### src/rtl/decode_dispatch_ctrl_pkg.sv
// Purpose: shared types and constants for the decode/dispatch path (also used by ROB and LSQ).
// Latency: n/a (types only).
// Backpressure: n/a.
package decode_dispatch_ctrl_pkg;

  localparam int N_WAY    = 2;   // instructions per bundle
  localparam int XLEN     = 32;  // PC / instruction width
  localparam int REG_BITS = 5;   // architectural register index width
  localparam int CNT_BITS = 5;   // free-entry count width

  localparam int SEL_BITS = (N_WAY > 1) ? $clog2(N_WAY) : 1;
  localparam int K_BITS   = $clog2(N_WAY + 1);

  localparam logic [1:0] LDST_NONE  = 2'b00;
  localparam logic [1:0] LDST_LOAD  = 2'b10;
  localparam logic [1:0] LDST_STORE = 2'b01;

  typedef struct packed {
    logic is_branch;
    logic halt;
    logic illegal;
  } disp_flags_t;

  typedef struct packed {
    logic [XLEN-1:0]     pc;
    logic [XLEN-1:0]     inst;
    logic [REG_BITS-1:0] src1;
    logic [REG_BITS-1:0] src2;
    logic [REG_BITS-1:0] dest;
    disp_flags_t         flags;
    logic [1:0]          ld_st;
  } disp_slot_t;

  typedef enum logic [1:0] {
    ST_EMPTY  = 2'd0,
    ST_HOLD   = 2'd1,
    ST_HALTED = 2'd2
  } disp_state_e;

endpackage

### src/rtl/decode_dispatch_ctrl_slot_select.sv
// Purpose: picks how many pending slots dispatch this cycle and which buffer slot feeds each lane.
// Latency: purely combinational.
// Backpressure: stops at the first slot that does not fit in ROB/RS/LSQ free space.
// Ports: pending/stop_mask/mem_mask per buffer slot; rob/rs/lsq free counts;
//        k = slots dispatched, lane_sel = buffer index per lane, disp_mask = buffer slots taken,
//        halt_hit = a halt/illegal slot was among those taken.
module disp_slot_select
  import decode_dispatch_ctrl_pkg::*;
(
  input  logic [N_WAY-1:0]                pending,
  input  logic [N_WAY-1:0]                stop_mask,
  input  logic [N_WAY-1:0]                mem_mask,
  input  logic [CNT_BITS-1:0]             rob_free,
  input  logic [CNT_BITS-1:0]             rs_free,
  input  logic [CNT_BITS-1:0]             lsq_free,
  output logic [K_BITS-1:0]               k,
  output logic [N_WAY-1:0][SEL_BITS-1:0]  lane_sel,
  output logic [N_WAY-1:0]                disp_mask,
  output logic                            halt_hit
);

  localparam logic [CNT_BITS:0] NEED_ONE = (CNT_BITS+1)'(1);

  always_comb begin
    logic            walking;
    logic [CNT_BITS:0] rob_need;
    logic [CNT_BITS:0] rs_need;
    logic [CNT_BITS:0] lsq_need;
    int              cnt;
    k         = '0;
    lane_sel  = '0;
    disp_mask = '0;
    halt_hit  = 1'b0;
    walking   = 1'b1;
    rob_need  = '0;
    rs_need   = '0;
    lsq_need  = '0;
    cnt       = 0;
    for (int i = 0; i < N_WAY; i++) begin
      if (walking && pending[i]) begin
        // Cumulative need is one wider than the counts, so large counts saturate naturally.
        rob_need = rob_need + NEED_ONE;
        if (!stop_mask[i]) rs_need  = rs_need + NEED_ONE;
        if (mem_mask[i])   lsq_need = lsq_need + NEED_ONE;
        if ((rob_need > {1'b0, rob_free}) || (rs_need > {1'b0, rs_free}) ||
            (lsq_need > {1'b0, lsq_free})) begin
          walking = 1'b0;
        end else begin
          for (int j = 0; j < N_WAY; j++) begin
            if (j == cnt) lane_sel[j] = SEL_BITS'(i);
          end
          disp_mask[i] = 1'b1;
          cnt = cnt + 1;
          // A halt/illegal slot goes out but nothing younger may follow it.
          if (stop_mask[i]) begin
            halt_hit = 1'b1;
            walking  = 1'b0;
          end
        end
      end
    end
    k = K_BITS'(cnt);
  end

endmodule

### src/rtl/decode_dispatch_ctrl.sv
// Purpose: buffers one decoded bundle and dispatches its slots in order into ROB/RS/LSQ.
// Latency: 1 cycle from accept to first dispatch (no bypass).
// Backpressure: dec_ready drops while a remainder is held or after halt; squash clears all.
// Ports: clock/reset (async, active-low); squash; dec_* bundle from decoder; rob/rs/lsq free
//        counts; dec_ready; disp_* lanes (disp_valid is a contiguous prefix); halted (sticky).
module decode_dispatch_ctrl
  import decode_dispatch_ctrl_pkg::*;
(
  input  logic                      clock,
  input  logic                      reset,
  input  logic                      squash,
  input  logic [N_WAY-1:0]          dec_valid,
  input  logic [N_WAY*XLEN-1:0]     dec_PC,
  input  logic [N_WAY*XLEN-1:0]     dec_inst,
  input  logic [N_WAY*REG_BITS-1:0] dec_src1,
  input  logic [N_WAY*REG_BITS-1:0] dec_src2,
  input  logic [N_WAY*REG_BITS-1:0] dec_dest,
  input  logic [N_WAY-1:0]          dec_is_branch,
  input  logic [N_WAY-1:0]          dec_halt,
  input  logic [N_WAY-1:0]          dec_illegal,
  input  logic [N_WAY*2-1:0]        dec_ld_st,
  input  logic [CNT_BITS-1:0]       rob_free,
  input  logic [CNT_BITS-1:0]       rs_free,
  input  logic [CNT_BITS-1:0]       lsq_free,
  output logic                      dec_ready,
  output logic [N_WAY-1:0]          disp_valid,
  output logic [N_WAY*XLEN-1:0]     disp_PC,
  output logic [N_WAY*XLEN-1:0]     disp_inst,
  output logic [N_WAY*REG_BITS-1:0] disp_src1,
  output logic [N_WAY*REG_BITS-1:0] disp_src2,
  output logic [N_WAY*REG_BITS-1:0] disp_dest,
  output logic [N_WAY-1:0]          disp_is_branch,
  output logic [N_WAY*2-1:0]        disp_ld_st,
  output logic [N_WAY-1:0]          disp_halt,
  output logic [N_WAY-1:0]          disp_illegal,
  output logic                      halted
);

  disp_state_e state_q, state_d;
  logic [N_WAY-1:0] pending_q, pending_d;
  disp_slot_t buf_q [N_WAY];
  disp_slot_t buf_d [N_WAY];

  disp_slot_t dec_slot [N_WAY];
  disp_slot_t load_buf [N_WAY];
  logic [N_WAY-1:0] load_pending;
  logic [N_WAY-1:0] stop_mask, mem_mask;
  logic [K_BITS-1:0] k;
  logic [N_WAY-1:0][SEL_BITS-1:0] lane_sel;
  logic [N_WAY-1:0] disp_mask, fire_mask, pending_after, lane_mask;
  logic halt_hit, halt_fire, disp_active, accept;

  always_comb begin
    for (int i = 0; i < N_WAY; i++) begin
      dec_slot[i].pc              = dec_PC[i*XLEN +: XLEN];
      dec_slot[i].inst            = dec_inst[i*XLEN +: XLEN];
      dec_slot[i].src1            = dec_src1[i*REG_BITS +: REG_BITS];
      dec_slot[i].src2            = dec_src2[i*REG_BITS +: REG_BITS];
      dec_slot[i].dest            = dec_dest[i*REG_BITS +: REG_BITS];
      dec_slot[i].flags.is_branch = dec_is_branch[i];
      dec_slot[i].flags.halt      = dec_halt[i];
      dec_slot[i].flags.illegal   = dec_illegal[i];
      dec_slot[i].ld_st           = dec_ld_st[i*2 +: 2];
    end
  end

  // Squeeze invalid decoder slots out so the buffer always holds a dense, ordered prefix.
  always_comb begin
    int pos;
    pos = 0;
    for (int i = 0; i < N_WAY; i++) load_buf[i] = '0;
    for (int i = 0; i < N_WAY; i++) begin
      if (dec_valid[i]) begin
        for (int j = 0; j < N_WAY; j++) begin
          if (j == pos) load_buf[j] = dec_slot[i];
        end
        pos = pos + 1;
      end
    end
    for (int j = 0; j < N_WAY; j++) load_pending[j] = (j < pos);
  end

  always_comb begin
    for (int i = 0; i < N_WAY; i++) begin
      stop_mask[i] = buf_q[i].flags.halt | buf_q[i].flags.illegal;
      mem_mask[i]  = (buf_q[i].ld_st != LDST_NONE);
    end
  end

  disp_slot_select u_sel (
    .pending   (pending_q),
    .stop_mask (stop_mask),
    .mem_mask  (mem_mask),
    .rob_free  (rob_free),
    .rs_free   (rs_free),
    .lsq_free  (lsq_free),
    .k         (k),
    .lane_sel  (lane_sel),
    .disp_mask (disp_mask),
    .halt_hit  (halt_hit)
  );

  assign disp_active   = (state_q == ST_HOLD) && !squash;
  assign fire_mask     = disp_active ? disp_mask : '0;
  assign halt_fire     = disp_active && halt_hit;
  assign pending_after = pending_q & ~fire_mask;
  assign lane_mask     = N_WAY'((1 << k) - 1);
  assign disp_valid    = disp_active ? lane_mask : '0;
  assign halted        = (state_q == ST_HALTED);
  assign accept        = dec_ready && (|dec_valid) && !squash;

  always_comb begin
    dec_ready = 1'b0;
    unique case (state_q)
      ST_EMPTY:  dec_ready = 1'b1;
      ST_HOLD:   dec_ready = disp_active && (pending_after == '0) && !halt_hit;
      ST_HALTED: dec_ready = 1'b0;
      default:   dec_ready = 1'b0;
    endcase
  end

  always_comb begin
    state_d   = state_q;
    pending_d = pending_q;
    buf_d     = buf_q;
    if (squash) begin
      state_d   = ST_EMPTY;
      pending_d = '0;
      for (int i = 0; i < N_WAY; i++) buf_d[i] = '0;
    end else begin
      if (state_q == ST_HOLD) begin
        pending_d = pending_after;
        if (halt_fire) begin
          // Younger slots behind a halt/illegal are discarded.
          state_d   = ST_HALTED;
          pending_d = '0;
        end else if (pending_after == '0) begin
          state_d = ST_EMPTY;
        end
      end
      if (accept) begin
        state_d   = ST_HOLD;
        pending_d = load_pending;
        buf_d     = load_buf;
      end
    end
  end

  always_ff @(posedge clock or negedge reset) begin
    if (!reset) begin
      state_q   <= ST_EMPTY;
      pending_q <= '0;
      for (int i = 0; i < N_WAY; i++) buf_q[i] <= '0;
    end else begin
      state_q   <= state_d;
      pending_q <= pending_d;
      buf_q     <= buf_d;
    end
  end

  for (genvar j = 0; j < N_WAY; j++) begin : g_lane
    disp_slot_t s;
    assign s = buf_q[lane_sel[j]];
    assign disp_PC[j*XLEN +: XLEN]           = s.pc;
    assign disp_inst[j*XLEN +: XLEN]         = s.inst;
    assign disp_src1[j*REG_BITS +: REG_BITS] = s.src1;
    assign disp_src2[j*REG_BITS +: REG_BITS] = s.src2;
    assign disp_dest[j*REG_BITS +: REG_BITS] = s.dest;
    assign disp_is_branch[j]                 = s.flags.is_branch;
    assign disp_ld_st[j*2 +: 2]              = s.ld_st;
    assign disp_halt[j]    = disp_valid[j] & (s.flags.halt | s.flags.illegal);
    assign disp_illegal[j] = disp_valid[j] & s.flags.illegal;
  end

endmodule

### config.mk
export PLATFORM = sky130hd
export DESIGN_NAME = decode_dispatch_ctrl
export DESIGN_NICKNAME = d
export VERILOG_FILES = /design/src/rtl/decode_dispatch_ctrl_pkg.sv /design/src/rtl/decode_dispatch_ctrl_slot_select.sv /design/src/rtl/decode_dispatch_ctrl.sv
export SDC_FILE = /design/constraint.sdc
export NUM_CORES = 1
export LEC_CHECK = 0
export CAP_MARGIN = 0
export CORE_AREA = 2 2 170 172
export CTS_CLUSTER_DIAMETER = 150
export DETAILED_ROUTE_END_ITERATION = 6
export DIE_AREA = 0 0 172 174
export DONT_BUFFER_PORTS = 1
export PLACE_DENSITY = 0.58
export SLEW_MARGIN = 20
export SYNTH_ARGS = -nofsm -noshare
export SYNTH_HDL_FRONTEND = slang
export SYNTH_SLANG_ARGS = --single-unit
### constraint.sdc
create_clock -name clock -period 7.7 [get_ports clock]
set_input_delay 0.77 -clock clock [delete_from_list [all_inputs] [get_ports clock]]
set_output_delay 0.77 -clock clock [all_outputs]
set_load 0.01 [all_outputs]
Yosys cells after proc, flatten, opt, wreduce, memory -nomap -nowiden:

Index checks and enable logic that the tools add are counted.

* bits in registers: 172

* $add $sub $neg: 6
* $lt $le $gt $ge: 10
* equality and inequality tests: 4
* shift-type cells: 1
* muxes and demuxes: 58
* bitwise operators: 12
* reduce and logical (&&, ||, !) cells: 24

Operators with widths (count)
* $mux 84: 9
* $mux 168: 3
* $logic_not 32->1: 2
* $mux 6: 8
* $add 32x2->32 const B: 1
* $eq 2x32->1 const A: 1
* $lt 1x32->1 const A: 1
* $lt 2x32->1 const A: 1
* $mux 32: 1
* $gt 6x5->1: 5
* $mux 2: 15
* $mux 1: 21
* $add 6x1->6 const B: 2
* $logic_and 1x1->1: 7
* $reduce_bool 2->1: 3
* $gt 1x5->1 const A: 1
* $and 1x1->1: 4
* $ge 2x2->1 const B: 2
* $logic_not 2->1: 2
* $logic_or 1x1->1: 4
* $not 1->2: 2
* $or 1x1->1: 4
* $reduce_bool 4->1: 1
* $reduce_bool 3->1: 1
* other kinds (13): 14

Depth between registers and ports, before layout:

* depth in word-level cells: 26
* depth in mapped cells: 16
* mapped depth without buffers: 15

By module:

Synthesis repeated with hierarchy kept, for this count alone.

* cells, all modules: 1054
* area, all modules: 10775.3 µm²

Modules (own cells, without submodules)
* decode_dispatch_ctrl: instances 1, cells an instance 999, area each 10327.4 µm²
* disp_slot_select: instances 1, cells an instance 55, area each 447.9 µm²

Least setup slack after synthesis:

Ideal clock, no wire load.

* path type: register to output
* start point: register buf_q[0] in the netlist's numbering
* end point: output port disp_PC[0]
* data arrival time: 2.808 ns
* setup slack: 4.122 ns
* stages on the path, launching flop included: 14
* path buffers: 2
* cell sequence: dfrtp_1 or2_2 ha_1 inv_1 ha_1 nand2_1 o211ai_1 nand3_1 inv_1 ha_1 nand3_1 clkbuf_1 buf_2 mux2_2

* cells in the longest elaborated chain, start to end: 11

RTL lines
* start: declaration: line decode_dispatch_ctrl.sv:41 `disp_slot_t buf_q [N_WAY];`
* start signal: assignment: line decode_dispatch_ctrl.sv:157 `buf_q <= buf_d;`
* $reduce_bool 2->1: line decode_dispatch_ctrl.sv:86 `mem_mask[i] = (buf_q[i].ld_st != LDST_NONE);`
* $mux 6: line decode_dispatch_ctrl_slot_select.sv:44 `if (mem_mask[i]) lsq_need = lsq_need + NEED_ONE;`
* $mux 6: line decode_dispatch_ctrl_slot_select.sv:40 `if (walking && pending[i]) begin`
* $gt 6x5->1: line decode_dispatch_ctrl_slot_select.sv:46 `(lsq_need > {1'b0, lsq_free})) begin`
* $logic_or 1x1->1: line decode_dispatch_ctrl_slot_select.sv:45 `if ((rob_need > {1'b0, rob_free}) || (rs_need > {1'b0, rs_free}) ||`
* $mux 2: line decode_dispatch_ctrl_slot_select.sv:45
* $mux 2: line decode_dispatch_ctrl_slot_select.sv:40
* $not 1->2 (implied by the code): line decode_dispatch_ctrl.sv:163 `assign s = buf_q[lane_sel[j]];`
* $mux 84 (implied by the code) (3 in a row): line decode_dispatch_ctrl.sv:163
* end: declaration: line decode_dispatch_ctrl.sv:27 `output logic [N_WAY*XLEN-1:0] disp_PC,`

No other way between the ends. The select of a mux whose other input is x is not followed.

Final worst setup path:

* start point: register pending_q[0]
* end point: output port disp_halt[0]

* cells in the longest elaborated chain, start to end: 15
* elaborated cells on any way between the ends: 34

RTL lines
* start: declaration: line decode_dispatch_ctrl.sv:40 `logic [N_WAY-1:0] pending_q, pending_d;`
* start signal: assignment: line decode_dispatch_ctrl.sv:156 `pending_q <= pending_d;`
* branches (longest 14 deep; another with $add 6x1->6)
* $and 1x1->1 *: line decode_dispatch_ctrl.sv:171 `assign disp_halt[j] = disp_valid[j] & (s.flags.halt | s.flags.illegal);`
* end: declaration: line decode_dispatch_ctrl.sv:34 `output logic [N_WAY-1:0] disp_halt,`

Every way passes the cells marked *. The select of a mux whose other input is x is not followed.

==> metrics.md <==
| Metric | Value |
|---|---|
| Cells after Synth | 860 |
| Final RePlAce weighted congestion | 0.850 |
| Peak fanout along the critical path | 47 |
| Vias in the first global route | 7316 |
| Synth area leader | dfrtp_1 |
| Comb power frac | 24.2% |
| Worst path required time | 6.93 ns |
| FMAX | 198 MHz |
| Setup ws final | 2.65 ns |
| Final ANT Viol Nets | 0 |
| Vias/cell | 6.00 |
| Clock transition at path regs | 0.08 ns |
| Worst-skew pair later-pin latency | 0.43 ns |
| Hold Fails Final Rpt | 0 |
| Drt first pass iters | 5 |
| I/O pins | 360 |
| Mapped cell area | 9710 um2 |
| Worst vdd ir | 0.000136 V |
| Cell Rows | 62 |
| Layout Utilization | 37.3% |
| TNS Setup | 0 ns |
| Crit. End Element | primary output |
| EDFF count, synth | 0 |
| Mapped Avg Cell Area | 11.3 um2 |
| Internal Power | 1.72 mW |
| Post-CTS Resized | 0 |
| Die width | 172 um |
| Most instantiated library cell after synthesis | dfrtp_1 |
| Core area | 28200 um2 |
| Pwr Total | 2.60 mW |
| Register bit count reported by yosys | 172 |
| Clock power share | 34.4% |
| Arr. time, crit path | 4.28 ns |
| Max-Cap Viols | 0 |
| Top cell type's share of synthesized area | 44.3% |
| Multiplexer share of the synthesized area | 19.1% |
| WL/cell | 24.4 um |
| Mapped Nets | 1060 |
| Final instance area | 10500 um2 |
| Top cell by count, worst path | ha_1 |
| Initial Util | 34.4% |
| Vias post-DR | 7210 |
| Clock buffer depth | 2 |
| Ranking of synthesized cells by area | dfrtp_1, mux2_2, a22oi_2, a22o_1, o22ai_1 |
| Total net switching power | 0.880 mW |
| Compound-gate portion of the synthesized area | 24.6% |
| Largest family of logic cells by synthesized area | compound AO/OA/AOI/OAI gates |
| Post-detail-place hpwl | 18400 um |
| Root buf cell | clkbuf_16 |
| CP Launch Type | register |
| Delay of the slowest cell on the worst path | 0.59 ns |
| Hold Crit Class | input port to asynchronous set/reset pin |
| Placed cells | 1169 |
| Sequential area share after synthesis | 44.3% |
| # setup viols final | 0 |
| WHS | 0.0378 ns |
| Asr flop ratio synth | 100% |
| Residual DRC count | 0 |
| Worst-Margin Slew | 1.09 ns |
| H-Tree Depth | 4 |
| Setup CP Type | register to primary output |
| Pwr Density | 247 nW/um2 |
| Status | finished clean |
| Adder-Cell Fraction of Synth Area | 1.55% |
| Die area | 29900 um2 |
| Area grow syn2layout | 8.53% |
| Critical path cell sequence | inv_1, nor2_1, ha_1, ha_1, nor2b_1, o211ai_1, nand3_1, inv_1, ha_1, nand3_4, buf_4, a211oi_1 |
| Leak pwr | 4.64 nW |
| Count of cell types in the netlist | 38 |
| DP Area | 9910 um2 |
| Clock tree sinks | 172 |
| Antenna violations before repair | 0 |
| Largest net degree at the start of global routing | 173 |
| Simple-gate share of the synthesized area | 5.67% |
| Ys flop type | dfrtp_1 |
| Global-route wire length before repair | 44400 um |
| Number of post-CTS setup repair buffers | 0 |
| Share of post-route cells with drive strength above 1 | 34.4% |
| Final wirelength | 29300 um |
| Chip height | 174 um |
| CTS buffer count | 17 |
| Ys Warns | 0 |
| Sw frac | 33.8% |
| Ant diodes | 0 |
| Final std cells w/o fill | 1202 |
| Final-stage net count | 1005 |
| I/O Buffers | 0 |
| CP bufs+invs | 3 |
| RSZ-0062 raised after global routing | false |
| Top cells by count, synth | dfrtp_1, mux2_2, nand2_1 |
| Normalized max-slew margin | 27.3% |
| Worst path slowest cell | buf_4 |
| Power share of the sequential group | 41.4% |
| Global-route usage over all layers | 19.0% |
| Setup WS pre-CTS | 3.06 ns |
| Tcrit/Tclk final | 65.5% |
| CTS tree | done |
| Hold-fix buffers at CTS | 0 |
| CP top delay family | buffers and inverters |
| Setup Skew | 0.0231 ns |
| Max-slew violations | 0 |
| Tmin final | 5.05 ns |
| Starting DRT DRC Count | 366 |
| Gr ovfl total | 0 |
| XOR/XNOR share of the synthesized area | 0% |
## cells by family after synthesis
kind of cell / Yosys count
buffers and inverters: 99
adder cells (fa/ha/maj): 12
AND/OR/NAND/NOR: 133
AO/OA/AOI/OAI: 279
multiplexers: 165
flip-flops: 172
## sequential cells by signal, indices dropped and copies added (netlist names)
signal and count:
buf_q 168, pending_q 2, state_q 2
## routing by layer
metal / vias to the layer above / part of all wire, % / GRT usage (%)
met4: 0 / 2.0 / 4.87
met2: 292 / 48 / 30.9
met3: 31 / 6.8 / 4.83
met5: - / 0 / 0
li1: 3182 / - / -
met1: 3705 / 44 / 25.3
## area by class of cell
| type | instances | area (um2) |
|---|---|---|
| fill | 2788 | 17700 |
| multi-input combinational | 589 | 5000 |
| sequential | 172 | 4300 |
| tap | 384 | 480 |
| clock buffer | 18 | 439 |
| clock inverter | 14 | 173 |
| timing repair buffer | 10 | 87.6 |
| inverter | 15 | 56.3 |
## worst register-to-register path, delay by kind of cell, from the launching register on
kind | cells | cell delay [ns]
AOI/OAI and AO/OA | 4 | 1.14
and+or+nand+nor | 3 | 0.93
buffers and inverters | 2 | 0.81
DFF | 1 | 0.49
adders and majority gates | 2 | 0.47
## power groups by stage
stage | clock (mW) | combinational [mW] | sequential [mW]
after detailed placement | 0 | 0.635 | 1.09
after CTS | 0.921 | 0.636 | 1.08
final | 0.895 | 0.631 | 1.08
after global placement | 0 | 0.630 | 1.09
after global routing | 0.962 | 0.673 | 1.09
after floorplan | 0 | 0.525 | 1.06
## placed cells by master (no fill, tap or decap), drive strengths merged, types with 4 or more instances in the layout
cell type,n
o211ai,4
ha,12
nor3,9
buf,10
a22o,84
mux2,164
o21ai,7
o22ai,84
clkbuf,18
a22oi,86
clkinv,6
inv,21
dfrtp,172
nand2,92
nand3,4
nor2,17
## path summary, 6_finish.rpt
kind / slack [ns] / cells past startpoint / to / start
worst max-delay path: 2.65 / 12 / disp_halt[0] / pending_q[0]$_DFFE_PN0P_
worst min-delay path: 0.04 / 0 / buf_q[82]$_DFFE_PN0P_ / reset
worst max register to register: 3.71 / 11 / buf_q[100]$_DFFE_PN0P_ / pending_q[0]$_DFFE_PN0P_
worst min register to register: 0.52 / 1 / buf_q[3]$_DFFE_PN0P_ / buf_q[3]$_DFFE_PN0P_
max in group asynchronous: 7.40 / 0 / buf_q[57]$_DFFE_PN0P_ / reset
min in group clock: 0.41 / 1 / state_q[1]$_DFFE_PN0P_ / squash
Power figures use the tool's default switching activity.
